## src/rtl/regfile_wb_arbiter.sv

```systemverilog
`default_nettype none
// ============================================================================
// Module   : regfile_wb_arbiter
// Purpose  : Shares the single register-file write port between the
//            single-cycle ALU write-back (A) and the long-latency write-back
//            (B, load / mult-div). A has fixed priority. B is forced ahead
//            after STARVE_LIMIT consecutive refused cycles. A pending-write
//            scoreboard tracks in-flight long-latency destinations and raises
//            a read hazard for decode.
// Ports    : clk, rst_n               clock, async active-low reset
//            a_valid/a_rd/a_data      ALU write-back request
//            a_ready                  A accepted this cycle (comb)
//            b_valid/b_rd/b_data      long-latency write-back request
//            b_ready                  B accepted this cycle (comb)
//            iss_valid/iss_rd         long-latency op issued (sets busy)
//            chk_ra/chk_rb            decode source registers
//            hazard                   decode must stall (comb)
//            busy_vec                 scoreboard, bit i = register i pending
//            RegWr/Rw/busW            registered register-file write port
// Revision : 1.0 - initial release
// ============================================================================
module regfile_wb_arbiter #(
  parameter int DATA_W       = 32,
  parameter int ADDR_W       = 5,
  parameter int STARVE_LIMIT = 4
) (
  input  logic                  clk,
  input  logic                  rst_n,
  input  logic                  a_valid,
  input  logic [ADDR_W-1:0]     a_rd,
  input  logic [DATA_W-1:0]     a_data,
  output logic                  a_ready,
  input  logic                  b_valid,
  input  logic [ADDR_W-1:0]     b_rd,
  input  logic [DATA_W-1:0]     b_data,
  output logic                  b_ready,
  input  logic                  iss_valid,
  input  logic [ADDR_W-1:0]     iss_rd,
  input  logic [ADDR_W-1:0]     chk_ra,
  input  logic [ADDR_W-1:0]     chk_rb,
  output logic                  hazard,
  output logic [2**ADDR_W-1:0]  busy_vec,
  output logic                  RegWr,
  output logic [ADDR_W-1:0]     Rw,
  output logic [DATA_W-1:0]     busW
);

  localparam int         NREG  = 2**ADDR_W;
  localparam logic [3:0] LIMIT = 4'(STARVE_LIMIT);

  logic [3:0]      starve_cnt;
  logic            force_b;
  logic [NREG-1:0] busy_next;
  logic            haz_ra;
  logic            haz_rb;

  // Grant: A wins unless B has been refused long enough.
  assign force_b = b_valid && (starve_cnt >= LIMIT);
  assign a_ready = a_valid && !force_b;
  assign b_ready = b_valid && !a_ready;

  // Starvation counter, saturating at the limit.
  always_ff @(posedge clk or negedge rst_n) begin
    if (!rst_n) begin
      starve_cnt <= 4'd0;
    end else if (b_valid && !b_ready) begin
      starve_cnt <= (starve_cnt >= LIMIT) ? LIMIT : starve_cnt + 4'd1;
    end else begin
      starve_cnt <= 4'd0;
    end
  end

  // Write port register. Register 0 is accepted but never enables a write.
  always_ff @(posedge clk or negedge rst_n) begin
    if (!rst_n) begin
      RegWr <= 1'b0;
      Rw    <= '0;
      busW  <= '0;
    end else if (a_ready) begin
      RegWr <= (a_rd != '0);
      Rw    <= a_rd;
      busW  <= a_data;
    end else if (b_ready) begin
      RegWr <= (b_rd != '0);
      Rw    <= b_rd;
      busW  <= b_data;
    end else begin
      RegWr <= 1'b0;
      Rw    <= '0;
      busW  <= '0;
    end
  end

  // Scoreboard update: clear first so a same-index set overrides it.
  always_comb begin
    busy_next = busy_vec;
    if (b_ready) begin
      busy_next[b_rd] = 1'b0;
    end
    if (iss_valid && (iss_rd != '0)) begin
      busy_next[iss_rd] = 1'b1;
    end
    busy_next[0] = 1'b0;
  end

  always_ff @(posedge clk or negedge rst_n) begin
    if (!rst_n) begin
      busy_vec <= '0;
    end else begin
      busy_vec <= busy_next;
    end
  end

  // The register file reads old contents on the same negedge it writes,
  // so a write still sitting in the output register also counts as a hazard.
  assign haz_ra = (chk_ra != '0) && (busy_vec[chk_ra] || (RegWr && (Rw == chk_ra)));
  assign haz_rb = (chk_rb != '0) && (busy_vec[chk_rb] || (RegWr && (Rw == chk_rb)));
  assign hazard = haz_ra || haz_rb;

endmodule
`default_nettype wire

```

## config.mk

```make
export PLATFORM = sky130hd
export DESIGN_NAME = regfile_wb_arbiter
export DESIGN_NICKNAME = d
export VERILOG_FILES = /design/src/rtl/regfile_wb_arbiter.sv
export SDC_FILE = /design/constraint.sdc
export NUM_CORES = 1
export LEC_CHECK = 0
export BUFFER_PORTS_ARGS = -buffer_cell sky130_fd_sc_hd__buf_4
export CORE_AREA = 2 2 91 93
export CTS_BUF_LIST = sky130_fd_sc_hd__clkbuf_8
export DETAILED_ROUTE_END_ITERATION = 12
export DIE_AREA = 0 0 93 95
export PLACE_DENSITY = 0.81
export SLEW_MARGIN = 20
export SYNTH_ARGS = -nofsm -noshare
export SYNTH_HDL_FRONTEND = slang
export SYNTH_SLANG_ARGS = --single-unit
```

## constraint.sdc

```tcl
create_clock -name clk -period 1.85 [get_ports clk]
set_clock_uncertainty 0.1 [all_clocks]
set_input_delay 0.185 -clock clk [delete_from_list [all_inputs] [get_ports clk]]
set_output_delay 0.185 -clock clk [all_outputs]
set_load 0.02 [all_outputs]
```

## After elaboration in Yosys (flattened, before gate mapping)

Cells that the tools add are included.

- Register bits: 73
- Word-level logic and storage cells: 58

- Eq/ne operators: 2
- Reduce and logical (&&, ||, !) cells: 22
- Multiplexer cells: 18
- Bitwise operators: 3
- Add/sub/neg operators: 1
- Order comparisons: 7

Operators by type and width:

| cell | number |
|---|---|
| 2-to-1 mux 32 bit | 4 |
| bitwise AND 32 bit | 1 |
| NOT 32 bit | 1 |
| OR 32 bit | 1 |
| nonzero test 5 bit | 5 |
| < comparator 5 x 6 -> 1 bit (second input constant) | 4 |
| logical AND 1 bit | 11 |
| binary-select mux 1 bit (select 5 bit) | 2 |
| demux 1 bit (select 5 bit) | 2 |
| equality test 5 bit | 2 |
| >= comparator 5 x 1 -> 1 bit (second input constant) | 2 |
| 2-to-1 mux 5 bit | 2 |
| 2-to-1 mux 4 bit | 2 |
| 2-to-1 mux 1 bit | 6 |
| adder 4 x 1 -> 4 bit (second input constant) | 1 |
| >= comparator 4 x 3 -> 1 bit (second input constant) | 1 |
| zero test 1 bit | 3 |
| logical OR 1 bit | 3 |

## Depth between registers and ports, before layout

Gate-level depths: netlist (run 1).

- Word-level depth: 9
- Mapped depth: 7
- Mapped depth without buffers: 5

## Worst setup path after synthesis (run 1)

OpenSTA, ideal clock, no wires.

- Path type: register to output
- Start point: register busy_vec[22]
- End point: output hazard
- Stages on the path, launching flop included: 6
- Slack: -186 ps
- Data arrival time: 1751 ps
- Cells stage by stage: dfrtp_1 mux4_2 or2_0 and4_4 a211oi_2 o2111ai_1

- Word-level cells in the longest chain between the ends: 5
- Elaborated cells on any way between the ends: 9
- Classes of those cells: 4 x mux; 5 x reduce/logical

Ends and longest elaborated chain:

| item | RTL line | text |
|---|---|---|
| start: declaration | 42 | `output logic [2**ADDR_W-1:0] busy_vec,` |
| start signal: assignment | 110 | `busy_vec <= busy_next;` |
| binary-select mux 1 bit (select 5 bit), on equally long branches | 116, 117 |  |
| 2-to-1 mux 1 bit, on equally long branches | 116, 117 |  |
| logical OR 1 bit, on equally long branches | 116, 117 |  |
| logical AND 1 bit, on equally long branches | 116, 117 |  |
| logical OR 1 bit * | 118 | `assign hazard = haz_ra \|\| haz_rb;` |
| end: declaration | 41 | `output logic hazard,` |

Mark *: on every way between the ends. The rest lies on a longest branch, timed or not. The select of a mux whose other input is x is not followed.

## Final worst setup path (run 1)

- Start point: register busy_vec[18]
- End point: output hazard

The elaborated chain is that of the path after synthesis.

==> results of run 1 <==
-- flip-flops by register name, summed over array words and instances, names as in the netlist --
signal	count
Rw	5
busy_vec	31
RegWr	1
starve_cnt	4
busW	32
-- metrics by stage --
stage	cells	hold slack [ns]	total power, mW	area [um2]	util
after floorplan	396	-0.211	2.88	3780	-
after global placement	689	0.0821	3.92	5430	0.685
after detailed placement	689	0.0848	3.97	5430	0.685
after CTS	777	0.00784	5.33	6350	0.801
after global routing	780	0.0445	5.71	6410	0.809
final	780	0.0117	5.54	6410	0.809
-- placed cells by master, fill, tap and decap left out, types with 2 or more instances in the layout --
cell type | netlist | layout
dfrtp_1 | 73 | 61
nand3b_1 | 7 | 7
clkinv_4 | 0 | 2
o31ai_1 | 2 | 2
dfrtp_2 | 0 | 12
xor2_1 | 3 | 3
o21ai_0 | 55 | 54
conb_1 | 1 | 2
nor3_1 | 4 | 4
a31oi_1 | 2 | 2
clkinvlp_4 | 0 | 2
and2_1 | 3 | 3
mux2_2 | 4 | 4
mux4_2 | 11 | 11
nand4_1 | 2 | 2
or3_1 | 3 | 3
nor2b_1 | 5 | 5
nand3_1 | 43 | 43
buf_4 | 3 | 213
inv_1 | 3 | 4
o21ai_1 | 4 | 5
a22o_1 | 2 | 2
buf_12 | 0 | 4
clkbuf_8 | 0 | 9
dlygate4sd3_1 | 0 | 71
mux2i_1 | 5 | 5
nand2_1 | 91 | 90
a211oi_2 | 1 | 2
nor4_1 | 2 | 2
nand2b_1 | 2 | 2
nor3b_1 | 3 | 2
nor2_1 | 7 | 7
a32o_1 | 2 | 2
or3b_2 | 2 | 2
xnor2_1 | 6 | 6
-- routing by layer --
layer,routed length (um),vias to the layer above,share of wire
li1,-,1943,-
met5,0,-,0
met3,1780,127,0.10
met1,5540,2276,0.32
met2,8700,400,0.51
met4,1180,0,0.069
-- cell usage after synthesis, types with 2 or more instances --
cell	n
nand2_1	91
nand4_1	2
buf_1	4
o21ai_1	4
or3b_2	2
clkbuf_1	13
mux4_2	11
buf_4	3
nor2b_1	5
o21ai_0	55
dfrtp_1	73
and2_1	3
nor4_1	2
xor2_1	3
xnor2_1	6
mux2i_1	5
a22o_1	2
a31oi_1	2
nand2b_1	2
nor3b_1	3
inv_1	3
nor3_1	4
buf_2	5
a32o_1	2
o31ai_1	2
or3_1	3
mux2_2	4
nor2_1	7
nand3_1	43
nand3b_1	7
-- layout make-up --
cell class	count	area (um2)
flip-flops and latches	73	1840
inverters	4	20.0
well taps	105	131
multi-input cells	293	1810
clock buffers	9	124
clock inverters	7	71.3
repair buffers	289	2410
fillers	455	1520
-- power groups by stage --
stage	registers, mW	logic [mW]	clock network (mW)
after global routing	2.04	2.30	1.37
after CTS	2.00	2.08	1.25
final	2.02	2.20	1.32
after floorplan	2.33	0.558	0
after detailed placement	2.03	1.94	0
after global placement	2.01	1.91	0
-- how the worst max path moves through the flow --
stage                           startpoint     end  cells after the start
global route        busy_vec[16]$_DFF_PN0_  hazard                      6
global placement    busy_vec[22]$_DFF_PN0_  hazard                      6
CTS                 busy_vec[18]$_DFF_PN0_  hazard                      6
finish              busy_vec[18]$_DFF_PN0_  hazard                      6
floorplan           busy_vec[22]$_DFF_PN0_  hazard                      5
detailed placement  busy_vec[18]$_DFF_PN0_  hazard                      6
-- tightest hold or removal path: cells and delay by family --
family | cells | cell delay (ns)
simple gates | 2 | 0.19
buf+inv | 1 | 0.08
-- cell families after synthesis --
logic type / count (synthesis) / synth area share
DFF: 73 / 0.487
muxes: 21 / 0.0984
AOI/OAI and AO/OA: 79 / 0.124
other: 1 / 0.00100
buffers and inverters: 30 / 0.0367
xor gates and xnor gates: 9 / 0.0210
and+or+nand+nor: 181 / 0.229
adders and majority gates: 1 / 0.00334
-- repair_timing --
item                       CTS  global route
hold endpoints to repair    78             0
hold buffers                72             0
resized for setup            1             7
pin swaps                    0             3
cloned                       0             1
buffers inserted             0             3
setup endpoints to repair    2            29
==> impl_metrics.yaml, run 1 <==
floorplanning:
  initial_core_util: 0.473
  boundaryPins: 167
  num_rows: 33
  design.core.area_um2: 7930
  die_height_um: 95
  die-area_um2: 8840
  die_width_um: 93
critical_path:
  crit_type: "flop to primary output"
  cp_num_buf_inv: 1
  cp_max_fo: 4
  crit_path_end_kind: "primary output"
  critPathSlowestCell: "mux4_2"
  r2r_start: "starve_cnt[3]$_DFF_PN0_"
  cpLargestDelayFamily: "multiplexers"
  r2r_cells: 7
  cp-start-kind: "flop"
  crit_chain: "mux4_2 -> or2_1 -> and4_4 -> a211oi_2 -> o2111ai_2 -> buf_4"
  rr_endpoint: "busW[19]$_DFF_PN0_"
  slowest_delay_ns: 0.44
  crit_arrival_ns: 2.14
  reg2reg_slack_ns: 0.07
  cp.required_ns: 1.56
cts:
  clk_pin_slew_worst_paths_ns: 0.10
  clk_latency_ns: 0.36
  cts-htree-levels: 3
  cts.sinks: 73
  numCtsBuffers: 9
  cts_tree: "built"
  clockRootBuffer: "clkbuf_8"
  clock_path_buffers: 2
timing:
  setup_violations: 1
  rsz0062_at_grt: "true"
  fin_ws_ns: -0.576
  final-hold-violation-count: 0
  period_minus_slack_ns: 2.43
  tightest_slew_ns: 0.516
  tns_ns: -0.576
  max-slew-margin-rel: 0.656
  period_share: 1.31
  fmax_mhz: 412
  maxSlewViolCount: 0
drt:
  vias: 4746
  drc: 0
  drt_iter0_markers: 562
  routed_wl_um: 17200
  wl_per_cell_um: 22.0
  firstDrtPassIters: 8
  vias_per_cell: 6.08
  final_antenna_net_count: 0
placement:
  dp_hpwl_um: 9810
  dpl_worst_slack_ns: -0.174
  io_buffer_count: 165
  finalWeightedCongestion: 0.944
power_and_ir_drop:
  switching_share: 0.357
  p_sw_mw: 1.98
  ir_drop_v: 0.000522
  comb_power_share: 0.397
  p_per_area_nw_per_um2: 865
  pwr-share-clk: 0.239
  power.share.sequential: 0.364
  p_int_mw: 3.57
  total_leakage_power_nw: 3.11
yosys:
  synth_top_flop_cell: "dfrtp_1"
  synthArstFlopShare: 1.00
  netlist_area_um2: 3750
  synth_area_leader_cell: "dfrtp_1"
  synth_area_per_cell_um2: 9.49
  ys_types: 54
  postSynthCellCount: 395
  synth.area.top_cells: "dfrtp_1 (49%), nand2_1 (9.1%), o21ai_0 (7.3%)"
  synth_top_area_frac: 0.487
  synth-seq-area-share: 0.487
  yosysWarnings: 0
  synth_edf_count: 0
  synth_seq_cells: 73
cells_and_area:
  diodes: 0
  drive_gt1_frac: 0.401
  final_nets: 765
  area_growth_pct: 71.0
grt:
  grt_pass1_wl_um: 24900
  grt_usage: 0.376
  gr-usage-met3: 0.101
  use_met1: 0.415
  grt_max_degree: 46
  grt.overflow.total: 0
  antenna_found_initial: 0
  grt_use_met2: 0.630
  grt_most_used_layer: "met2"
  grt_pass1_vias: 4850
hold_path:
  hp-class: "input port to flop"
  min_from: "b_data[31]"
  holdPathEnd: "busW[31]$_DFF_PN0_"
  hold_path_depth: 3
job:
  cap_violations: 0
run_status:
  violations: "negative setup slack"
  status: "finished with violations"
(Power assumes the default switching activity.)
==> inputs of run 2 (changes only) <==
CORE_AREA = 2 2 96 98   (was 2 2 91 93)
DIE_AREA = 0 0 98 100   (was 0 0 93 95)
PLACE_DENSITY = 0.77   (was 0.81)
clock period = 2 ns   (was 1.85 ns; I/O delays follow)
==> impl_metrics.yaml, run 2 (synthesis results as in run 1) <==
critical_path:
  slowest_delay_ns: 0.51
  cp-start-kind: "flop"
  r2r_start: "starve_cnt[2]$_DFF_PN0_"
  crit_path_frequent_cell: "buf_4"
  crit_path_end_kind: "primary output"
  cp_num_buf_inv: 2
  crit_arrival_ns: 2.03
  crit_type: "flop to primary output"
  cpLargestDelayFamily: "multiplexers"
  cp.required_ns: 1.70
  critPathLaunch: "busy_vec[8]$_DFF_PN0_"
  cp_max_fo: 3
  crit_chain: "buf_4 -> mux4_1 -> nor3b_1 -> or3_4 -> o2111ai_2 -> buf_4"
  critPathSlowestCell: "mux4_1"
  reg2reg_slack_ns: 0.27
power_and_ir_drop:
  p_int_mw: 3.09
  power.share.sequential: 0.387
  pwr-share-clk: 0.219
  p_per_area_nw_per_um2: 769
  p_sw_mw: 1.70
  total_leakage_power_nw: 3.01
  ir_drop_v: 0.000471
  comb_power_share: 0.394
  switching_share: 0.355
grt:
  grt.overflow.total: 0
  grt_pass1_wl_um: 22900
  grt_pass1_vias: 4515
  grt_max_degree: 50
  antenna_found_initial: 1
  grt_usage: 0.300
cells_and_area:
  utilization: 0.701
  final_common_cell: "buf_4"
  drive_gt1_frac: 0.368
  area_growth_pct: 66.1
  largest_reg_flops: 32
  final_nets: 745
  mostFrequentLayoutCells: "buf_4 (196), nand2_1 (90), dfrtp_1 (73)"
  regMostFlops: "busW"
  instances_no_fill: 767
  reg.largest.list: "busW x32, busy_vec x31, Rw x5"
timing:
  tightest_slew_ns: 0.500
  period_minus_slack_ns: 2.33
  final-hold-violation-count: 0
  max-slew-margin-rel: 0.666
  maxSlewViolCount: 0
  period_share: 1.16
  rsz0062_at_grt: "true"
  setup_violations: 1
  fin_ws_ns: -0.329
  fmax_mhz: 429
cts:
  cts_tree: "built"
  clk_pin_slew_worst_paths_ns: 0.08
  cts.sinks: 73
  cts-htree-levels: 3
  clockRootBuffer: "clkbuf_8"
  numCtsBuffers: 9
  clock_path_buffers: 2
  clk_latency_ns: 0.34
floorplanning:
  die_width_um: 98
  num_rows: 35
  design.core.area_um2: 8890
  boundaryPins: 167
  die_height_um: 100
  initial_core_util: 0.422
  die-area_um2: 9800
placement:
  dp_hpwl_um: 9630
  finalWeightedCongestion: 0.873
  dpl.cell_count: 674
  io_buffer_count: 165
drt:
  wl_per_cell_um: 19.3
  vias: 4304
  drc: 0
  firstDrtPassIters: 5
  final_antenna_net_count: 0
  drt_iter0_markers: 363
  vias_per_cell: 5.61
  routed_wl_um: 14800
hold_path:
  min_from: "iss_rd[0]"
  hp-class: "input port to flop"
job:
  cap_violations: 0
run_status:
  status: "finished with violations"
  violations: "negative setup slack"
## run 2: changes by cell type in the layout (fill, tap and decap cells not counted), moves of 2 or more
cell,previous run,this run
buf_4,213,196
dfrtp_1,61,73
mux2_2,4,1
dfrtp_2,12,0
mux2_4,0,3
buf_12,4,2
## run 2: path summary, 6_finish.rpt
kind	depth (start not counted)	end
max	6	hazard
min	2	busy_vec[12]$_DFF_PN0_
max reg2reg	6	busy_vec[15]$_DFF_PN0_
min reg2reg	1	starve_cnt[0]$_DFF_PN0_
max in group asynchronous	3	Rw[1]$_DFF_PN0_
min in group asynchronous	2	busy_vec[29]$_DFF_PN0_
## run 2: area by class of cell
type,instances,area (um2)
clock inverters,7,47.5
inverters,4,15.0
diodes,1,2.50
fillers,639,2660
flip-flops and latches,73,1830
well taps,111,139
clock buffers,9,124
repair buffers,269,2230
multi-input cells,293,1850
## run 2: worst register-to-register path, cell delays in order (launching register included)
cell,delay (ns)
dfrtp_1,0.35
o21ai_0,0.12
nand2_2,0.14
buf_4,0.18
nand4_1,0.33
o21ai_0,0.28
o21ai_0,0.12
## run 2: repair_timing
action                                  in CTS  in global routing
endpoints found under the setup margin       2                  1
gates resized for setup                      8                  5
hold buffers                                70                  0
setup buffers                                2                  4
hold endpoints to repair                    61                  0
gates cloned                                 0                  0
pin swaps                                    3                  2
## run 2: metal layers
layer	GRT usage	wire length, um
met3	0.0578	839
met1	0.375	5730
met2	0.499	7670
met5	0	0
met4	0.157	568
## run 2: power by group through the flow
stage / registers [mW] / clock network [mW] / logic [mW]
after floorplan: 2.14 / 0 / 0.512
after global placement: 1.86 / 0 / 1.63
after detailed placement: 1.88 / 0 / 1.67
after CTS: 1.85 / 1.04 / 1.81
after global routing: 1.87 / 1.13 / 2.00
final: 1.86 / 1.05 / 1.88
## run 2: per-stage QoR
| step | TNS, ns | setup slack [ns] | area (um2) | power [mW] | hold WS (ns) |
|---|---|---|---|---|---|
| 2_1_floorplan | 0 | 0.00763 | 3760 | 2.65 | -0.196 |
| 3_3_place_gp | -0.0830 | -0.0830 | 5250 | 3.50 | 0.0252 |
| 3_5_place_dp | -0.0569 | -0.0569 | 5250 | 3.55 | 0.0315 |
| 4_1_cts | -0.339 | -0.339 | 6170 | 4.69 | 0.00291 |
| 5_1_grt | -0.404 | -0.404 | 6230 | 5.00 | 0.0137 |
| 6_report | -0.329 | -0.329 | 6230 | 4.79 | 0.0182 |
==> inputs of run 3 (changes only) <==
CORE_AREA = 2 2 91 93   (was 2 2 96 98)
DIE_AREA = 0 0 93 95   (was 0 0 98 100)
PLACE_DENSITY = 0.81   (was 0.77)
REMOVE_ABC_BUFFERS = 1   (was unset)
clock period = 2.4 ns   (was 2 ns; I/O delays follow)
==> impl_metrics.yaml, run 3 (synthesis results as in run 1) <==
placement:
  finalWeightedCongestion: 0.994
  dpl_cell_area_um2: 5020
  io_buffer_count: 165
  dp_hpwl_um: 8780
  dpl_worst_slack_ns: 0.172
  dpl.cell_count: 643
cts:
  clock_path_buffers: 2
  cts-htree-levels: 3
  clockRootBuffer: "clkbuf_8"
  clk_latency_ns: 0.33
  cts.sinks: 73
  numCtsBuffers: 9
  clk_pin_slew_worst_paths_ns: 0.08
  cts_tree: "built"
floorplanning:
  die_height_um: 95
  boundaryPins: 167
  die-area_um2: 8840
  die_width_um: 93
  num_rows: 33
  initial_core_util: 0.473
  design.core.area_um2: 7930
cells_and_area:
  fin_area_um2: 5690
  drive_gt1_frac: 0.367
  diodes: 0
  final_nets: 689
  reg.largest.list: "busW x32, busy_vec x31, Rw x5"
  area_growth_pct: 51.8
  instances_no_fill: 704
  final_common_cell: "buf_4"
  largest_reg_flops: 32
  mostFrequentLayoutCells: "buf_4 (179), nand2_1 (91), dfrtp_1 (73)"
  regMostFlops: "busW"
timing:
  period_share: 1.01
  fmax_mhz: 414
  rsz0062_at_grt: "true"
  setup_violations: 1
  final-hold-violation-count: 0
  maxSlewViolCount: 0
  fin_ws_ns: -0.0170
  tightest_slew_ns: 0.954
  max-slew-margin-rel: 0.364
  period_minus_slack_ns: 2.42
drt:
  final_antenna_net_count: 0
  drc: 0
  routed_wl_um: 13400
  firstDrtPassIters: 5
  vias_per_cell: 5.69
  wl_per_cell_um: 19.0
  drt_iter0_markers: 428
  vias: 4007
critical_path:
  crit_type: "flop to primary output"
  crit_arrival_ns: 2.08
  cp-start-kind: "flop"
  cp_max_fo: 2
  cp.required_ns: 2.06
  crit_path_end_kind: "primary output"
power_and_ir_drop:
  finalPower_mw: 4.05
  ir_drop_v: 0.000426
  total_leakage_power_nw: 2.76
  p_per_area_nw_per_um2: 712
run_status:
  violations: "negative setup slack"
  status: "finished with violations"
job:
  cap_violations: 0
grt:
  antenna_found_initial: 0
  grt_usage: 0.299
  grt.overflow.total: 0
  grt_pass1_wl_um: 20100
  grt_max_degree: 74
  grt_pass1_vias: 3910
hold_path:
  hp-class: "input port to flop"
## run 3: cell count changes in the layout (fill, tap and decap cells not counted), moves of 2 or more
| cell | delta |
|---|---|
| mux2_4 | -3 |
| buf_4 | -17 |
| dlygate4sd3_1 | -36 |
| bufinv_16 | +2 |
| buf_12 | -2 |
| mux2_2 | +3 |
## run 3: worst max-delay path, stage by stage (launching register included)
cell,delay [ns]
dfrtp_1,0.42
mux4_2,0.47
mux2_2,0.30
a211oi_2,0.23
o2111ai_2,0.15
buf_4,0.18
## run 3: area by class of cell
type                    instances  area [um2]
flip-flops and latches         73        1830
clock inverters                 6        82.6
multi-input cells             293        1810
fillers                       558        2230
inverters                       4        18.8
repair buffers                213        1680
clock buffers                  10         138
well taps                     105         131
## run 3: repair_timing
action | CTS | global route
pin swaps | 4 | 2
endpoints found under the hold margin | 105 | 0
hold buffers | 34 | 0
buffers inserted | 6 | 5
resized for setup | 1 | 5
endpoints found under the setup margin | 1 | 3
## run 3: routing by layer
layer / vias to the layer above / routed length [um] / GRT usage
met5: - / 0 / 0
met3: 30 / 1150 / 0.0758
met4: 0 / 290 / 0.0882
met1: 1966 / 4780 / 0.370
li1: 1795 / - / -
met2: 216 / 7190 / 0.519
## run 3: metrics by stage
stage,util,TNS [ns],hold WS (ns)
2_1_floorplan,-,-6.83,-0.156
3_3_place_gp,0.634,0,0.325
3_5_place_dp,0.634,0,0.333
4_1_cts,0.711,-0.0296,0.000192
5_1_grt,0.718,-0.0987,0.00723
6_report,0.718,-0.0170,0.0125
## run 3: report_power, final
part | leakage [nW] | internal [mW] | switching [mW] | total [mW]
sequential | 0.902 | 1.41 | 0.181 | 1.59
combinational | 1.74 | 0.669 | 0.715 | 1.38
clock | 0.117 | 0.609 | 0.470 | 1.08
total | 2.76 | 2.69 | 1.37 | 4.05
## run 3: path summary, 6_finish.rpt
check                      cells after the start  slack, ns                       to                    start
setup / recovery                               5      -0.02                   hazard    busy_vec[9]$_DFF_PN0_
hold / removal                                 3       0.01       busW[12]$_DFF_PN0_               b_data[12]
setup reg to reg                               6       0.27        busW[1]$_DFF_PN0_  starve_cnt[2]$_DFF_PN0_
hold reg to reg                                1       0.35  starve_cnt[0]$_DFF_PN0_  starve_cnt[0]$_DFF_PN0_
max in group asynchronous                      2       1.09          Rw[0]$_DFF_PN0_                    rst_n
min in group asynchronous                      2       0.45  starve_cnt[1]$_DFF_PN0_                    rst_n
